File: src/rtl/alu_arbiter.sv
// Round-robin front end for the shared 8-bit ALU.
// Two requesters share the ALU. Each op is held for a set latency, then answered over a tagged valid/ready response.
module alu_arbiter #(
  parameter int BASE_LAT   = 1,
  parameter int MULDIV_LAT = 4
) (
  input  logic        clk,
  input  logic        rst,
  input  logic        req0_valid,
  output logic        req0_ready,
  input  logic [3:0]  req0_op,
  input  logic [7:0]  req0_a,
  input  logic [7:0]  req0_b,
  input  logic        req1_valid,
  output logic        req1_ready,
  input  logic [3:0]  req1_op,
  input  logic [7:0]  req1_a,
  input  logic [7:0]  req1_b,
  output logic [3:0]  alu_op,
  output logic [7:0]  alu_a,
  output logic [7:0]  alu_b,
  input  logic [15:0] alu_result,
  output logic        rsp_valid,
  input  logic        rsp_ready,
  output logic        rsp_id,
  output logic [15:0] rsp_result,
  output logic        rsp_err,
  output logic        busy,
  output logic [15:0] op_count
);

  localparam int MAX_LAT = (BASE_LAT > MULDIV_LAT) ? BASE_LAT : MULDIV_LAT;
  localparam int CNT_W   = (MAX_LAT > 1) ? $clog2(MAX_LAT) : 1;

  localparam logic [3:0] OP_NOP  = 4'd0;
  localparam logic [3:0] OP_MUL  = 4'd3;
  localparam logic [3:0] OP_DIV  = 4'd4;
  localparam logic [3:0] OP_LAST = 4'd12;

  typedef enum logic [1:0] {IDLE, EXEC, RESP} state_t;

  state_t             state_q, state_d;
  logic [3:0]         alu_op_q, alu_op_d;
  logic [7:0]         alu_a_q, alu_a_d;
  logic [7:0]         alu_b_q, alu_b_d;
  logic               rsp_id_q, rsp_id_d;
  logic [15:0]        rsp_result_q, rsp_result_d;
  logic               rsp_err_q, rsp_err_d;
  logic [15:0]        op_count_q, op_count_d;
  logic               last_grant_q, last_grant_d;
  logic [CNT_W-1:0]   cnt_q, cnt_d;

  logic               grant_valid;
  logic               grant_idx;
  logic [3:0]         sel_op;
  logic [7:0]         sel_a;
  logic [7:0]         sel_b;
  logic               sel_err;
  logic               sel_muldiv;

  // Grant only exists in IDLE; on contention the requester not served last wins.
  always_comb begin
    grant_valid = 1'b0;
    grant_idx   = 1'b0;
    if (state_q == IDLE) begin
      if (req0_valid && req1_valid) begin
        grant_valid = 1'b1;
        grant_idx   = ~last_grant_q;
      end else if (req0_valid) begin
        grant_valid = 1'b1;
      end else if (req1_valid) begin
        grant_valid = 1'b1;
        grant_idx   = 1'b1;
      end
    end
  end

  assign sel_op     = grant_idx ? req1_op : req0_op;
  assign sel_a      = grant_idx ? req1_a  : req0_a;
  assign sel_b      = grant_idx ? req1_b  : req0_b;
  assign sel_err    = (sel_op > OP_LAST) || ((sel_op == OP_DIV) && (sel_b == 8'd0));
  assign sel_muldiv = (sel_op == OP_MUL) || (sel_op == OP_DIV);

  always_ff @(posedge clk or posedge rst) begin
    if (rst) begin
      state_q      <= IDLE;
      alu_op_q     <= OP_NOP;
      alu_a_q      <= 8'd0;
      alu_b_q      <= 8'd0;
      rsp_id_q     <= 1'b0;
      rsp_result_q <= 16'd0;
      rsp_err_q    <= 1'b0;
      op_count_q   <= 16'd0;
      last_grant_q <= 1'b1;
      cnt_q        <= '0;
    end else begin
      state_q      <= state_d;
      alu_op_q     <= alu_op_d;
      alu_a_q      <= alu_a_d;
      alu_b_q      <= alu_b_d;
      rsp_id_q     <= rsp_id_d;
      rsp_result_q <= rsp_result_d;
      rsp_err_q    <= rsp_err_d;
      op_count_q   <= op_count_d;
      last_grant_q <= last_grant_d;
      cnt_q        <= cnt_d;
    end
  end

  always_comb begin
    state_d = state_q;
    case (state_q)
      IDLE: if (grant_valid) state_d = sel_err ? RESP : EXEC;
      EXEC: if (cnt_q == '0) state_d = RESP;
      RESP: if (rsp_ready) state_d = IDLE;
      default: state_d = IDLE;
    endcase
  end

  // Error ops park the ALU on NOP with zero operands and answer without executing.
  always_comb begin
    alu_op_d     = alu_op_q;
    alu_a_d      = alu_a_q;
    alu_b_d      = alu_b_q;
    rsp_id_d     = rsp_id_q;
    rsp_result_d = rsp_result_q;
    rsp_err_d    = rsp_err_q;
    op_count_d   = op_count_q;
    last_grant_d = last_grant_q;
    cnt_d        = cnt_q;
    case (state_q)
      IDLE: begin
        if (grant_valid) begin
          rsp_id_d     = grant_idx;
          last_grant_d = grant_idx;
          cnt_d        = sel_muldiv ? CNT_W'(MULDIV_LAT - 1) : CNT_W'(BASE_LAT - 1);
          if (sel_err) begin
            alu_op_d     = OP_NOP;
            alu_a_d      = 8'd0;
            alu_b_d      = 8'd0;
            rsp_err_d    = 1'b1;
            rsp_result_d = 16'hFFFF;
          end else begin
            alu_op_d = sel_op;
            alu_a_d  = sel_a;
            alu_b_d  = sel_b;
          end
        end
      end
      EXEC: begin
        if (cnt_q != '0) begin
          cnt_d = cnt_q - CNT_W'(1);
        end else begin
          rsp_result_d = alu_result;
          rsp_err_d    = 1'b0;
        end
      end
      RESP: if (rsp_ready) op_count_d = op_count_q + 16'd1;
      default: ;
    endcase
  end

  always_comb begin
    req0_ready = grant_valid && !grant_idx;
    req1_ready = grant_valid && grant_idx;
    rsp_valid  = (state_q == RESP);
    busy       = (state_q != IDLE);
    alu_op     = alu_op_q;
    alu_a      = alu_a_q;
    alu_b      = alu_b_q;
    rsp_id     = rsp_id_q;
    rsp_result = rsp_result_q;
    rsp_err    = rsp_err_q;
    op_count   = op_count_q;
  end

endmodule

File: config.mk
export PLATFORM = sky130hd
export DESIGN_NAME = alu_arbiter
export DESIGN_NICKNAME = d
export VERILOG_FILES = /design/src/rtl/alu_arbiter.sv
export SDC_FILE = /design/constraint.sdc
export NUM_CORES = 1
export LEC_CHECK = 0
export BUFFER_PORTS_ARGS = -buffer_cell sky130_fd_sc_hd__buf_2
export CAP_MARGIN = 20
export CORE_ASPECT_RATIO = 1.4
export CORE_MARGIN = 4
export CORE_UTILIZATION = 48
export DETAILED_ROUTE_END_ITERATION = 10
export HOLD_SLACK_MARGIN = 0.08
export PLACE_DENSITY = 0.8
export SYNTH_ARGS = -nofsm -noshare
export SYNTH_HDL_FRONTEND = slang
export SYNTH_SLANG_ARGS = --single-unit
File: constraint.sdc
create_clock -name clk -period 2.3 [get_ports clk]
set_input_delay 0.115 -clock clk [delete_from_list [all_inputs] [get_ports clk]]
set_output_delay 0.115 -clock clk [all_outputs]
set_load 0.01 [all_outputs]
* After elaboration in Yosys (flattened, before gate mapping)
Index checks and enable logic that the tools add are counted.
** Cells by class
- Bitwise gates (word level) :: 1
- Multiplexer cells :: 30
- $add $sub $neg :: 2
- Equality and inequality tests :: 10
- $lt $le $gt $ge :: 1
- Reduce and logical (&&, ||, !) cells :: 18
** Operators with widths (count)
- 2-to-1 mux 16 bit :: 3
- 2-to-1 mux 8 bit :: 4
- case mux 16 bit (2 select lines) :: 1
- adder 16 x 1 -> 16 bit, second input constant :: 1
- 2-to-1 mux 2 bit :: 7
- 2-to-1 mux 1 bit :: 10
- != test 2 bit, second input constant :: 5
- zero test 8 bit :: 1
- 2-to-1 mux 4 bit :: 2
- case mux 2 bit (3 select lines) :: 1
- AND reduction 3 bit :: 2
- nonzero test 2 bit :: 3
- equality test 4 x 2 -> 1 bit, second input constant :: 1
- equality test 4 x 3 -> 1 bit, second input constant :: 1
- > comparator 4 bit, second input constant :: 1
- logical AND 1 bit :: 4
- zero test 2 bit :: 2
- case mux 2 bit (2 select lines) :: 1
- AND reduction 2 bit :: 2
- AND reduction 4 bit :: 1
- equality test 2 x 1 -> 1 bit, second input constant :: 1
- equality test 2 bit, second input constant :: 1
- logical OR 1 bit :: 2
- != test 2 x 1 -> 1 bit, second input constant :: 1
- other kinds (4) :: 4
** Storage, ports and cells
- Register bits :: 59
- Output and inout port bits :: 58
- Word-level logic and storage cells :: 72
- Bits of input ports :: 61

* Logic depth before layout (Yosys ltp)
- Depth after elaboration :: 11
- Mapped depth :: 9
- Gate-level depth less buffers :: 7

* Least setup slack after synthesis
Ideal clock, no wire load.
- Path type :: register to register
- From :: register state_q[0]
- To :: register cnt_q[1]
- Required time :: 2.174 ns
- Clock period less this slack :: 1.714 ns
- Arrival time :: 1.587 ns
- Library setup time :: 0.126 ns
- Buffers on the path :: 2
- Cell stages (with the launch flop) :: 9
- Slack :: 0.586 ns
- Cell sequence :: dfrtp_1 -> buf_6 -> nor2_4 -> inv_1 -> clkbuf_1 -> o211ai_1 -> o2111ai_1 -> o2111a_1 -> a311o_1
** Between the ends
- Cells in the longest elaborated chain, start to end :: 8
- Elaborated cells between the ends (all ways) :: 15
- Classes of those cells :: 5 x eq/ne; 6 x mux; 4 x reduce/logical
** Ends and longest elaborated chain
- start: declaration :: RTL line 42 : state_t state_q, state_d;
- start signal: assignment :: RTL line 97 : state_q <= state_d;
- zero test 2 bit :: RTL line 65, 131
- 2-to-1 mux 1 bit :: RTL line 65 : if (state_q == IDLE) begin
- 2-to-1 mux 4 bit :: RTL line 78 : assign sel_op = grant_idx ? req1_op : req0_op;
- equality test 4 x 2 -> 1 bit / equality test 4 x 3 -> 1 bit (equally long branches) :: RTL line 82 : assign sel_muldiv = (sel_op == OP_MUL) || (sel_op == OP_DIV);
- logical OR 1 bit :: RTL line 82
- 2-to-1 mux 2 bit :: RTL line 136 : cnt_d = sel_muldiv ? CNT_W'(MULDIV_LAT - 1) : CNT_W'(BASE_LAT - 1);
- 2-to-1 mux 2 bit :: RTL line 133 : if (grant_valid) begin
- case mux 2 bit (2 select lines) :: RTL line 131 : case (state_q)
- end signal: assignment :: RTL line 106 : cnt_q <= cnt_d;
- end: declaration :: RTL line 51 : logic [CNT_W-1:0] cnt_q, cnt_d;
Several ways; a longest one is shown, not always the timed one. The select of a mux whose other input is x is not followed.
A chain may end at the register's enable or synchronous reset.

* Final worst setup path
- From :: register state_q[0]
- To :: register alu_b_q[5] (netlist: alu_b[5])
** Between the ends
- Cells in the longest elaborated chain, start to end :: 7
- Elaborated cells between the ends (all ways) :: 12
- Classes of those cells :: 1 x order compare; 1 x eq/ne; 5 x mux; 5 x reduce/logical
** Ends and longest elaborated chain
- zero test 2 bit * :: RTL line 65, 131
- branches (longest 6 deep; another with > comparator 4 bit)
- end signal: assignment :: RTL line 100 : alu_b_q <= alu_b_d;
- end: declaration :: RTL line 45 : logic [7:0] alu_b_q, alu_b_d;
Every way passes the cells marked *.

==> qor.yml <==
floorplanning:
  die_h_um: 98.7
  num_rows: 32
  core_mm2: 0.00561
  initial_utilization_pct: 50.3
  die_width_um: 72.8
  ios: 119
  die-area_mm2: 0.00719
global_route:
  grt_pass1_vias: 2570
  overflow: 0
  grt_max_degree: 32
  grt_first_pass_wirelength_mm: 11.9
  grtUsageTotal_pct: 21.2
  antenna_found_initial: 0
synth:
  synth-seq-cells: 59
  synthCells: 287
  syn_nets: 350
  ys.flop_type: "dfrtp_1"
  yosys_warnings: 0
  syn_avg_cell_area_um2: 9.83
  synth_edf_count: 0
  syn_area_mm2: 0.00282
  async_flop_share_pct: 100
  yosysSeqAreaShare_pct: 52.4
  ys_types: 43
worst_setup_path:
  crit_path_max_fanout: 22
  critPathArrivalTime_ns: 2.29
  worstSetupEndpointType: "flip-flop"
  rr_endpoint: "alu_b[5]"
  cp_data_required_time_ns: 2.52
  rrSetupSlack_ns: 0.23
  cp-startpoint: "state_q[0]"
  r2r_start: "state_q[0]"
  path_class: "flip-flop to flip-flop"
  critPathLaunchType: "flip-flop"
  r2r_cells: 6
placed_design:
  hpwl_mm: 5.23
  place_ws_ns: 0.173
  post_dp_cell_area_mm2: 0.00346
  dp.cells: 463
  portBuffers: 118
  gp_congestion: 0.773
detailed_routing:
  drt_pass1_iterations: 4
  drt-total-wl_mm: 7.21
  drc: 0
  drt_iter0_markers: 147
  wl_per_cell_um: 14.5
  vias_per_cell: 5.19
  vias: 2577
  ant_nets: 0
sta:
  rsz0062_at_grt: "no"
  setup_viol: 0
  maxSlewHeadroom_pct: 33.8
  fmax_mhz: 484
  hold_violations: 0
  period_needed_ns: 2.07
  slew_violations: 0
  finalCritPeriodShare_pct: 89.9
  setup-tns-final_ns: 0
  worst_pin_slew_ns: 0.993
  finalClockSkew_ns: 0.00469
  worst_slack_ns: 0.233
clocking:
  cts_sinks: 59
  insertion_delay_ns: 0.33
  numCtsBuffers: 9
  htreeDepth: 3
  cts_buffer_depth: 2
  tritoncts: "done"
  root_buffer: "clkbuf_8"
  path_clk_slew_ns: 0.07
pwr:
  p_leak_nw: 1.97
  powerDensity_mw_per_mm2: 1150
  ir_drop_mv: 0.674
min_path:
  hold_path_depth: 3
  min_to: "alu_b[4]"
  hp-class: "input port to flip-flop"
  hp-start: "req1_b[4]"
finish:
  layout_common_cells: "buf_2 (118), dfrtp_1 (58), nor2_1 (44)"
  design_area_mm2: 0.00384
  final_cells: 497
  finish.utilization_pct: 68.5
  n_antenna_cell: 0
  layout_commonest_cell: "buf_2"
  nets: 487
  drive_above_1_share_pct: 35.0
  syn2layout_area_growth_pct: 36.1
  fillers: 453
run:
  cap_violations: 0
run_status:
  status: "complete, no violations"
Yosys cell counts, types with 2 or more instances:
cell type	count	area [um2]
dfrtp_1	58	1450
nor2_1	44	165
nand2_1	31	116
o31ai_1	20	150
a21oi_1	18	90.1
mux2i_1	12	120
o21ai_0	11	55.1
xnor2_1	11	96.3
nand3_1	10	50.1
clkbuf_1	9	33.8
inv_1	7	26.3
or3_1	7	43.8
nand4_1	6	37.5
xor2_1	4	35.0
buf_6	3	33.8
nor4_1	3	18.8
and2_1	2	12.5
and3_1	2	12.5
buf_2	2	10.0
ha_1	2	25.0
o211ai_1	2	15.0
or2_1	2	12.5
kinds of logic (layout without fill, tap and decap cells):
group	Yosys count	count (layout)	synth area share, %
buffers and inverters	23	165	3.95
adder cells (fa/ha/maj)	2	2	0.887
AND/OR/NAND/NOR	113	113	18.4
flip-flops	59	59	52.4
multiplexers	14	14	5.06
XOR/XNOR	15	15	4.66
AO/OA/AOI/OAI	61	61	14.6
sequential cells by signal (all words and copies together) (netlist names):
signal and cells:
rsp_result 16, alu_b 8, rsp_err 1, cnt_q 2, last_grant_q 1, alu_a 8, alu_op 4, rsp_id 1
state_q 2, op_count 16
metal layers:
layer	GRT usage, %	routed length (um)
met3	5.61	549
met2	36.4	3740
met4	6.39	81
met5	0	0
met1	25.5	2840
how the worst max path moves through the flow:
| stage | cells past startpoint | end |
|---|---|---|
| finish | 6 | alu_b[5] |
| detailed placement | 6 | alu_b[5] |
| global route | 6 | alu_op[2] |
| CTS | 6 | alu_b[5] |
| floorplan | 8 | cnt_q[1] |
| global placement | 6 | rsp_err |
where the power goes:
group	switching, W	internal, W	total (W)
logic	0.00103	0.000740	0.00177
registers	0.000257	0.00143	0.00168
clock network	0.000398	0.000558	0.000955
total	0.00169	0.00272	0.00441
through the flow:
stage / power, W / hold WS [ns]
6_report: 0.00441 / 0.126
3_3_place_gp: 0.00338 / 0.225
5_1_grt: 0.00474 / 0.125
2_1_floorplan: 0.00281 / 0.255
3_5_place_dp: 0.00346 / 0.232
4_1_cts: 0.00445 / 0.117
area by class of cell:
type                    instances  area (um2)  share of cell area, %
flip-flops and latches         59        1480                   38.5
inverters                       8        30.0                  0.782
well taps                      68        85.1                   2.21
clock buffers                  12         155                   4.04
clock inverters                 4        48.8                   1.27
multi-input cells             205        1240                   32.2
repair buffers                141         808                   21.0
worst max-delay path, stage by stage, from the launching register on:
cell and delay, ns:
dfrtp_1 0.48, nor2_4 0.20, inv_1 0.19, o21ai_2 0.21, a21oi_1 0.08, or2_2 0.47
o31ai_1 0.33
timing repair:
action                                 4_1_cts  5_1_grt
setup buffers                                0        0
resized for setup                            0        1
hold buffers                                18        0
setup endpoints to repair                    0       12
endpoints found under the hold margin       46        0
(Power assumes the default switching activity.)
